[config.mk]
export PLATFORM = sky130hd
export DESIGN_NAME = inst_axi_rbridge
export DESIGN_NICKNAME = d
export VERILOG_FILES = /design/src/rtl/inst_axi_rbridge.sv
export SDC_FILE = /design/constraint.sdc
export NUM_CORES = 1
export LEC_CHECK = 0
export CAP_MARGIN = 10
export CORE_UTILIZATION = 25
export DETAILED_ROUTE_END_ITERATION = 6
export PLACE_DENSITY = 0.77
export SLEW_MARGIN = 20
export SYNTH_ARGS = -nofsm -noshare
export SYNTH_HDL_FRONTEND = slang
export SYNTH_SLANG_ARGS = --single-unit
[constraint.sdc]
create_clock -name clk -period 1.83 [get_ports clk]
set_input_delay 0.183 -clock clk [delete_from_list [all_inputs] [get_ports clk]]
set_output_delay 0.183 -clock clk [all_outputs]
set_load 0.05 [all_outputs]
[src/rtl/inst_axi_rbridge.sv]
// Instruction-fetch bridge: converts sram-style read requests into single-beat AXI reads.
// Keeps at most one AR pending and at most two reads outstanding, with data returned in order.
module inst_axi_rbridge (
    input  logic        clk,
    input  logic        resetn,
    input  logic        inst_sram_req,
    input  logic        inst_sram_wr,
    input  logic [1:0]  inst_sram_size,
    input  logic [3:0]  inst_sram_wstrb,
    input  logic [31:0] inst_sram_addr,
    input  logic [31:0] inst_sram_wdata,
    output logic        inst_sram_addr_ok,
    output logic        inst_sram_data_ok,
    output logic [31:0] inst_sram_rdata,
    output logic [3:0]  arid,
    output logic [31:0] araddr,
    output logic [7:0]  arlen,
    output logic [2:0]  arsize,
    output logic [1:0]  arburst,
    output logic [1:0]  arlock,
    output logic [3:0]  arcache,
    output logic [2:0]  arprot,
    output logic        arvalid,
    input  logic        arready,
    input  logic [3:0]  rid,
    input  logic [31:0] rdata,
    input  logic [1:0]  rresp,
    input  logic        rlast,
    input  logic        rvalid,
    output logic        rready
);

    typedef enum logic [0:0] {
        AR_IDLE = 1'b0,
        AR_SEND = 1'b1
    } ar_state_t;

    ar_state_t   state_r;
    ar_state_t   state_s;
    logic [1:0]  cnt_r;
    logic [1:0]  cnt_s;
    logic [31:0] araddr_r;
    logic [1:0]  arsize_r;
    logic        live_r;
    logic        accept_s;
    logic        read_done_s;
    logic        unused_s;

    // live_r stays low for the first cycle out of reset so the handshakes stay quiet there
    assign inst_sram_addr_ok = resetn & live_r & inst_sram_req & ~inst_sram_wr
                             & (state_r == AR_IDLE) & (cnt_r < 2'd2);
    assign rready            = resetn & live_r & (cnt_r != 2'd0);
    assign inst_sram_data_ok = rvalid & rready & rlast;
    assign inst_sram_rdata   = rdata;

    assign accept_s    = inst_sram_req & inst_sram_addr_ok;
    assign read_done_s = inst_sram_data_ok;

    assign arid    = 4'd0;
    assign arlen   = 8'd0;
    assign arburst = 2'b01;
    assign arlock  = 2'b00;
    assign arcache = 4'd0;
    assign arprot  = 3'd0;
    assign araddr  = araddr_r;
    assign arsize  = {1'b0, arsize_r};
    assign arvalid = (state_r == AR_SEND);

    assign unused_s = ^{inst_sram_wstrb, inst_sram_wdata, rid, rresp};

    // AR channel next-state logic
    always_comb begin
        state_s = state_r;
        case (state_r)
            AR_IDLE: begin
                if (accept_s) begin
                    state_s = AR_SEND;
                end else begin
                    state_s = AR_IDLE;
                end
            end
            AR_SEND: begin
                if (arready) begin
                    state_s = AR_IDLE;
                end else begin
                    state_s = AR_SEND;
                end
            end
            default: state_s = AR_IDLE;
        endcase
    end

    // Outstanding-read count; accept and return in one cycle cancel out
    always_comb begin
        cnt_s = cnt_r;
        case ({accept_s, read_done_s})
            2'b10:   cnt_s = cnt_r + 2'd1;
            2'b01:   cnt_s = cnt_r - 2'd1;
            default: cnt_s = cnt_r;
        endcase
    end

    // State, counter and AR payload registers
    always_ff @(posedge clk) begin
        if (!resetn) begin
            state_r  <= AR_IDLE;
            cnt_r    <= 2'd0;
            araddr_r <= 32'd0;
            arsize_r <= 2'd0;
            live_r   <= 1'b0;
        end else begin
            state_r <= state_s;
            cnt_r   <= cnt_s;
            live_r  <= 1'b1;
            if (accept_s) begin
                araddr_r <= inst_sram_addr;
                arsize_r <= inst_sram_size;
            end else begin
                araddr_r <= araddr_r;
                arsize_r <= arsize_r;
            end
        end
    end

endmodule

==> flow_metrics.py, run 1 <==
metrics = {
    "run_status": {
        "status": "completed",
    },
    "timing": {
        "finClkSkew_ps": 3.20,
        "timing.final.crit_share_pct": 92.6,
        "fmax_ghz": 0.590,
        "rsz0062_at_grt": "false",
        "finalSetupViolations": 0,
        "hold-worst-slack_ps": 366,
        "hold_viol": 0,
        "period_minus_slack_ps": 1700,
        "worstMarginPinSlew_ps": 523,
        "fin_ws_ps": 135,
        "relSlewSlack_pct": 65.0,
        "drv_slew": 0,
    },
    "worst_setup_path": {
        "end_kind": "output port",
        "criticalPathCategory": "register to output port",
        "r2r_end": "cnt_r[1]$_SDFFE_PN0P_",
        "cp-start-kind": "register",
        "r2r_slack_ps": 140,
        "cp.required_ps": 1650,
        "endpoint": "inst_sram_addr_ok",
        "arrival_ps": 1510,
        "r2r_cells": 7,
        "rr_startpoint": "arvalid$_SDFF_PN0_",
        "critPathLaunch": "arvalid$_SDFF_PN0_",
        "crit_fanout": 15,
    },
    "power_and_ir_drop": {
        "vdd.ir_drop.worst_mv": 0.266,
        "p_leak_nw": 0.936,
        "power.density_nw_per_um2": 745,
    },
    "global_route": {
        "grt_pass1_vias": 1476,
        "grt_pass1_wl_um": 7030,
        "grt_use_total_pct": 11.8,
        "antenna_found_initial": 0,
        "grt_max_degree": 42,
        "overflow": 0,
    },
    "hold_path": {
        "hold_class": "primary input to output port",
    },
    "layout": {
        "final_cell_mix": "clkdlybuf4s50_1, dfxtp_1, nand2_1",
        "finish.utilization_pct": 37.0,
        "regArea_um2": 764,
        "diodes": 0,
        "fin_area_um2": 2580,
        "multi_input_area_um2": 708,
        "stdcell_count": 370,
        "area_delta_synth_final_pct": 39.7,
        "nFillCells": 721,
        "num-nets-final": 389,
        "layout_commonest_cell": "clkdlybuf4s50_1",
        "drive_above_1_share_pct": 10.9,
    },
    "place": {
        "place_inst": 361,
        "placed_cell_area_um2": 2480,
        "routabilityCongestion": 0.651,
        "portBuffers": 78,
        "dpl_worst_slack_ps": -32.1,
        "post-dp-hpwl_um": 3110,
    },
    "synth": {
        "ys_types": 21,
        "ys_top_cells_by_area": "dfxtp_1, buf_4, nand3_1",
        "synth_seq_area_share_pct": 41.2,
        "yosysTopAreaCell": "dfxtp_1",
        "syn_avg_cell_area_um2": 8.14,
        "syn_inst": 227,
        "syn_area_um2": 1850,
        "synth-seq-cells": 38,
        "netlist.area_leader.share_pct": 41.2,
        "ys_warn_count": 0,
    },
    "detailed_routing": {
        "wirelength_um": 4530,
        "drtAntennaViolNets": 0,
        "via_count": 1542,
        "detail_route.first_pass.iterations": 4,
        "wl_per_cell_um": 12.2,
        "avgViaCountPerCell": 4.17,
        "drc": 0,
        "first_iter_violations": 44,
    },
    "floorplan": {
        "dieHeight_um": 88.0,
        "core_area_um2": 6980,
        "die_x_um": 88.0,
        "io_pins": 209,
        "die-area_um2": 7740,
        "initial_core_util_pct": 26.5,
        "rows": 30,
    },
    "clocking": {
        "insertion_delay_ps": 290,
        "cts_sinks": 38,
        "htreeDepth": 2,
        "cts_root_buffer": "clkbuf_8",
        "clk_pin_slew_ps": 80,
        "cts.path.max_buffers": 2,
        "cts_buffers": 5,
        "cts_tree": "yes",
    },
    "job": {
        "drv_cap": 0,
    },
}
[critical path, stage by stage, from the launching register on]
cell and delay (ps):
dfxtp_2 340, nor4b_4 310, nand2_2 80, buf_4 140, inv_2 70, buf_12 140, buf_12 140
[worst min-delay path by stage]
stage,startpoint,endpoint,cells past startpoint
after floorplan,resetn,live_r$_DFF_P_,0
after global placement,rdata[0],inst_sram_rdata[0],0
after detailed placement,rdata[0],inst_sram_rdata[0],0
after CTS,rdata[0],inst_sram_rdata[0],0
after global routing,rdata[16],inst_sram_rdata[16],0
final,rdata[20],inst_sram_rdata[20],0
[layout make-up]
cell class                 count  share of cell area, %
timing repair buffer          87                   34.5
sequential                    38                   29.6
multi-input combinational    140                   27.4
tap                           96                   4.65
clock buffer                   6                   3.20
clock inverter                 2                  0.484
inverter                       1                  0.145
[cell families after synthesis]
| group | count (synthesis) | synth area share [%] |
|---|---|---|
| adders and majority gates | 1 | 0.677 |
| AOI/OAI and AO/OA | 38 | 10.7 |
| other | 2 | 0.406 |
| xor gates and xnor gates | 2 | 0.948 |
| DFF | 38 | 41.2 |
| buffers and inverters | 71 | 26.5 |
| and+or+nand+nor | 75 | 19.6 |
[flip-flops by register name, indices dropped and copies added, names as in the netlist]
name,cells
arsize_r,2
araddr,32
arvalid,1
cnt_r,2
live_r,1
[where the power goes]
group	internal, mW	switching (mW)	total [mW]
registers	0.856	0.0169	0.873
clock network	0.303	0.306	0.609
logic	0.151	0.290	0.440
total	1.31	0.613	1.92
[Yosys cell counts]
| cell type | count |
|---|---|
| a21boi_0 | 2 |
| and2_1 | 2 |
| and3_1 | 1 |
| buf_2 | 4 |
| buf_4 | 58 |
| clkbuf_1 | 8 |
| conb_1 | 2 |
| dfxtp_1 | 38 |
| ha_1 | 1 |
| inv_2 | 1 |
| nand2_1 | 34 |
| nand2_2 | 1 |
| nand2b_1 | 1 |
| nand3_1 | 31 |
| nand4_1 | 3 |
| nor4b_4 | 1 |
| o21a_1 | 1 |
| o21ai_0 | 28 |
| o21ai_1 | 7 |
| or3_1 | 1 |
| xnor2_1 | 2 |
[repair_timing]
action | 4_1_cts | 5_1_grt
hold buffers | 0 | 0
setup buffers | 0 | 1
endpoints found under the setup margin | 0 | 1
gates resized for setup | 0 | 1
[routing by layer]
layer	track usage, %	wire length (um)	vias up
met4	4.02	70	0
met1	14.1	1930	714
met2	20.3	2190	61
met5	0	0	-
met3	3.39	342	11
li1	-	-	756
[metrics by stage]
step                TNS, ps  power, mW
floorplan             -1.00       1.39
global placement      -2.83       1.33
detailed placement    -32.1       1.33
CTS                       0       1.96
global route              0       2.02
finish                    0       1.92
Note: power is estimated with default switching activity, not from simulation.
==> inputs of run 2 (changes only) <==
- MAX_ROUTING_LAYER: not set -> met4
==> flow_metrics.py, run 2 (same netlist as run 1, synthesis figures left out) <==
metrics = {
    "detailed_routing": {
        "first_iter_violations": 45,
        "maxUsedRoutingLayer": "met4",
        "route.met3.wl_um": 348,
        "drc": 0,
        "via_count": 1542,
        "wl_per_cell_um": 12.2,
        "wirelength_um": 4530,
        "avgViaCountPerCell": 4.17,
        "wl_met1_um": 1920,
        "wl_met2_um": 2190,
        "drtAntennaViolNets": 0,
        "detail_route.first_pass.iterations": 4,
    },
    "floorplan": {
        "die-area_um2": 7740,
        "initial_core_util_pct": 26.5,
        "rows": 30,
        "io_pins": 209,
        "core_area_um2": 6980,
        "dieHeight_um": 88.0,
        "die_x_um": 88.0,
    },
    "layout": {
        "area_delta_synth_final_pct": 39.7,
        "final_cell_mix": "clkdlybuf4s50_1, dfxtp_1, nand2_1",
        "layout_commonest_cell": "clkdlybuf4s50_1",
        "largest_reg_flops": 32,
        "num-nets-final": 389,
        "diodes": 0,
        "drive_above_1_share_pct": 10.9,
        "regArea_um2": 764,
        "multi_input_area_um2": 708,
        "nFillCells": 721,
        "finish.utilization_pct": 37.0,
    },
    "place": {
        "post-dp-hpwl_um": 3110,
        "routabilityCongestion": 0.657,
        "portBuffers": 78,
    },
    "power_and_ir_drop": {
        "vdd.ir_drop.worst_mv": 0.266,
        "switching_share_pct": 31.9,
        "internal_power_mw": 1.31,
        "p_leak_nw": 0.936,
        "pwr-share-clk_pct": 31.7,
        "p_comb_share_pct": 22.9,
        "p_sw_uw": 613,
        "power.density_nw_per_um2": 745,
        "seqPwrFrac_pct": 45.4,
    },
    "timing": {
        "finClkSkew_ps": 3.20,
        "relSlewSlack_pct": 65.0,
        "worstMarginPinSlew_ps": 523,
        "hold_viol": 0,
        "timing.final.crit_share_pct": 92.6,
        "fmax_ghz": 0.590,
        "setup-tns-final_ps": 0,
        "period_minus_slack_ps": 1700,
        "drv_slew": 0,
        "hold-worst-slack_ps": 366,
        "finalSetupViolations": 0,
        "rsz0062_at_grt": "false",
    },
    "clocking": {
        "cts_root_buffer": "clkbuf_8",
        "insertion_delay_ps": 290,
        "cts_buffers": 5,
        "cts_sinks": 38,
        "cts.path.max_buffers": 2,
        "cts-hold-fix-buffers": 0,
        "htreeDepth": 2,
        "cts_tree": "yes",
        "clk_pin_slew_ps": 80,
    },
    "job": {
        "drv_cap": 0,
    },
    "worst_setup_path": {
        "cp-start-kind": "register",
        "criticalPathCategory": "register to output port",
        "end_kind": "output port",
        "cp.required_ps": 1650,
        "crit_fanout": 15,
        "arrival_ps": 1510,
    },
    "global_route": {
        "grt_pass1_wl_um": 7040,
        "overflow": 0,
        "antenna_found_initial": 0,
        "grt_use_total_pct": 12.2,
        "grt_max_degree": 42,
        "grt_pass1_vias": 1475,
    },
    "hold_path": {
        "hold_class": "primary input to output port",
    },
    "run_status": {
        "status": "completed",
    },
}
-- run 2: metrics by stage --
step / cells / area [um2] / setup WS [ps] / power [mW]
final: 370 / 2580 / 135 / 1.92
after floorplan: 249 / 1970 / -1.00 / 1.39
after detailed placement: 361 / 2480 / -32.1 / 1.33
after global routing: 370 / 2580 / 31.6 / 2.02
after CTS: 369 / 2570 / 21.0 / 1.96
after global placement: 361 / 2480 / -2.83 / 1.33
-- run 2: worst max-delay path, cell delays in order, from the launching register on --
cell and delay [ps]:
dfxtp_2 340, nor4b_4 310, nand2_2 80, buf_4 140, inv_2 70, buf_12 140, buf_12 140
-- run 2: layer usage --
metal  track usage, %  vias up
met2             20.3       61
li1                 -      756
met3             3.39       11
met4             4.02        0
met1             14.1      714
met5                -        -
-- run 2: final timing paths --
| check | startpoint | to | slack [ps] | depth (start not counted) |
|---|---|---|---|---|
| worst max-delay path | arvalid$_SDFF_PN0_ | inst_sram_addr_ok | 130 | 6 |
| worst min-delay path | rdata[20] | inst_sram_rdata[20] | 370 | 0 |
| worst max register to register | arvalid$_SDFF_PN0_ | cnt_r[1]$_SDFFE_PN0P_ | 140 | 7 |
| worst min register to register | araddr[6]$_SDFFE_PN0P_ | araddr[6]$_SDFFE_PN0P_ | 450 | 2 |
-- run 2: cell type report --
cell class	instances	share of cell area [%]
repair buffers	87	34.5
flip-flops and latches	38	29.6
multi-input cells	140	27.4
well taps	96	4.65
clock buffers	6	3.20
clock inverters	2	0.484
inverters	1	0.145
-- run 2: power by group through the flow --
| stage | clock (mW) | combinational (mW) | sequential [mW] |
|---|---|---|---|
| final | 0.610 | 0.440 | 0.873 |
| after global routing | 0.680 | 0.463 | 0.876 |
| after CTS | 0.641 | 0.441 | 0.873 |
| after detailed placement | 0 | 0.439 | 0.893 |
| after global placement | 0 | 0.436 | 0.891 |
| after floorplan | 0 | 0.409 | 0.985 |
-- run 2: timing repair --
action / CTS / global route
buffers inserted: 0 / 1
resized for setup: 0 / 1
setup endpoints to repair: 0 / 1
==> inputs of run 3 (changes only) <==
- CORE_AREA: not set -> 2 2 81 83
- CORE_UTILIZATION: 25 -> not set
- DIE_AREA: not set -> 0 0 83 85
- DONT_BUFFER_PORTS: not set -> 1
- MAX_ROUTING_LAYER: met4 -> not set
- PLACE_DENSITY: 0.77 -> not set
- SLEW_MARGIN: 20 -> 10
==> flow_metrics.py, run 3 (same netlist as run 1, synthesis figures left out) <==
metrics = {
    "worst_setup_path": {
        "crit_fanout": 20,
        "end_kind": "output port",
        "cp.required_ps": 1650,
        "worstPathCellList": "nor4b_4 > nand2_2 > inv_4 > buf_12",
        "arrival_ps": 1520,
        "critPathSlowestCell": "dfxtp_1",
        "cp-start-kind": "register",
        "cpPeakStageDelay_ps": 370,
        "criticalPathCategory": "register to output port",
    },
    "layout": {
        "regArea_um2": 763,
        "stdcell_count": 273,
        "area_delta_synth_final_pct": -3.72,
        "final_cell_mix": "dfxtp_1, nand2_1, nand3_1",
        "num-nets-final": 311,
        "drive_above_1_share_pct": 12.2,
        "multi_input_area_um2": 708,
        "layout_commonest_cell": "dfxtp_1",
        "nFillCells": 691,
        "diodes": 0,
        "largest_reg_flops": 32,
    },
    "clocking": {
        "insertion_delay_ps": 290,
        "cts_tree": "yes",
        "cts_root_buffer": "clkbuf_8",
        "cts_sinks": 38,
        "htreeDepth": 2,
        "clk_pin_slew_ps": 80,
        "cts.path.max_buffers": 2,
        "cts_buffers": 5,
    },
    "detailed_routing": {
        "avgViaCountPerCell": 4.70,
        "wl_per_cell_um": 13.8,
        "drtAntennaViolNets": 0,
        "wirelength_um": 3750,
        "via_count": 1282,
        "first_iter_violations": 33,
        "drc": 0,
        "detail_route.first_pass.iterations": 4,
    },
    "timing": {
        "relSlewSlack_pct": 64.5,
        "drv_slew": 0,
        "finClkSkew_ps": 9.19,
        "finalSetupViolations": 0,
        "timing.final.crit_share_pct": 93.3,
        "period_minus_slack_ps": 1710,
        "fin_ws_ps": 122,
        "rsz0062_at_grt": "false",
        "hold_viol": 0,
        "worstMarginPinSlew_ps": 532,
        "fmax_ghz": 0.586,
        "hold-worst-slack_ps": 25.0,
    },
    "power_and_ir_drop": {
        "total_power_mw": 1.86,
        "p_leak_nw": 0.642,
        "vdd.ir_drop.worst_mv": 0.418,
        "power.density_nw_per_um2": 1050,
    },
    "global_route": {
        "grt_max_degree": 43,
        "grt_pass1_wl_um": 5970,
        "antenna_found_initial": 0,
        "grt_use_total_pct": 10.5,
        "overflow": 0,
        "grt_pass1_vias": 1228,
    },
    "floorplan": {
        "core_area_um2": 6200,
        "dieHeight_um": 85,
        "initial_core_util_pct": 29.8,
        "io_pins": 209,
        "die-area_um2": 7060,
        "rows": 29,
        "die_x_um": 83,
    },
    "place": {
        "routabilityCongestion": 0.634,
        "post-dp-hpwl_um": 2590,
        "dpl_worst_slack_ps": 185,
        "place_inst": 264,
        "portBuffers": 0,
    },
    "run_status": {
        "status": "completed",
    },
    "job": {
        "drv_cap": 0,
    },
    "hold_path": {
        "hold_class": "primary input to register",
    },
}
-- run 3: final timing paths --
| kind | start | end | slack [ps] | cells after the start |
|---|---|---|---|---|
| setup / recovery | cnt_r[1]$_SDFFE_PN0P_ | inst_sram_addr_ok | 120 | 4 |
| hold / removal | inst_sram_addr[13] | araddr[13]$_SDFFE_PN0P_ | 20 | 2 |
| setup reg to reg | cnt_r[1]$_SDFFE_PN0P_ | cnt_r[1]$_SDFFE_PN0P_ | 160 | 6 |
| hold reg to reg | live_r$_DFF_P_ | araddr[31]$_SDFFE_PN0P_ | 530 | 2 |
-- run 3: critical path, delay by kind of cell (launching register included) --
kind	cells	cell delay, ps
flops	1	370
simple gates	2	470
buf+inv	2	390
-- run 3: area by class of cell --
type                            instances  area share, %
Clock buffer                            6           4.08
Tap cell                               77           5.41
Sequential cell                        38           42.9
Inverter                                1          0.352
Multi-Input combinational cell        140           39.8
Timing Repair Buffer                    9           5.34
Clock inverter                          2           2.11
-- run 3: repair_timing --
| action | in CTS | in global routing |
|---|---|---|
| resized for setup | 1 | 0 |
| setup buffers | 0 | 0 |
| hold endpoints to repair | 1 | 0 |
| setup endpoints to repair | 1 | 0 |
| hold buffers | 1 | 0 |
-- run 3: report_power, final --
part	total (mW)	internal (mW)	switching [mW]
logic	0.192	0.0332	0.159
registers	0.969	0.856	0.113
clock network	0.699	0.407	0.292
total	1.86	1.30	0.564
-- run 3: layer usage --
metal,global-route usage [%],routed length [um],up-vias
met5,0,0,-
met4,3.87,34,0
met3,4.47,423,8
met2,16.9,1800,82
met1,12.5,1500,586
li1,-,-,606
-- run 3: metrics by stage --
step / utilization, % / setup TNS (ps) / cell area, um2
floorplan: - / -1.00 / 1970
global placement: 26.7 / 0 / 1660
detailed placement: 26.7 / 0 / 1660
CTS: 28.7 / 0 / 1780
global route: 28.7 / 0 / 1780
finish: 28.7 / 0 / 1780
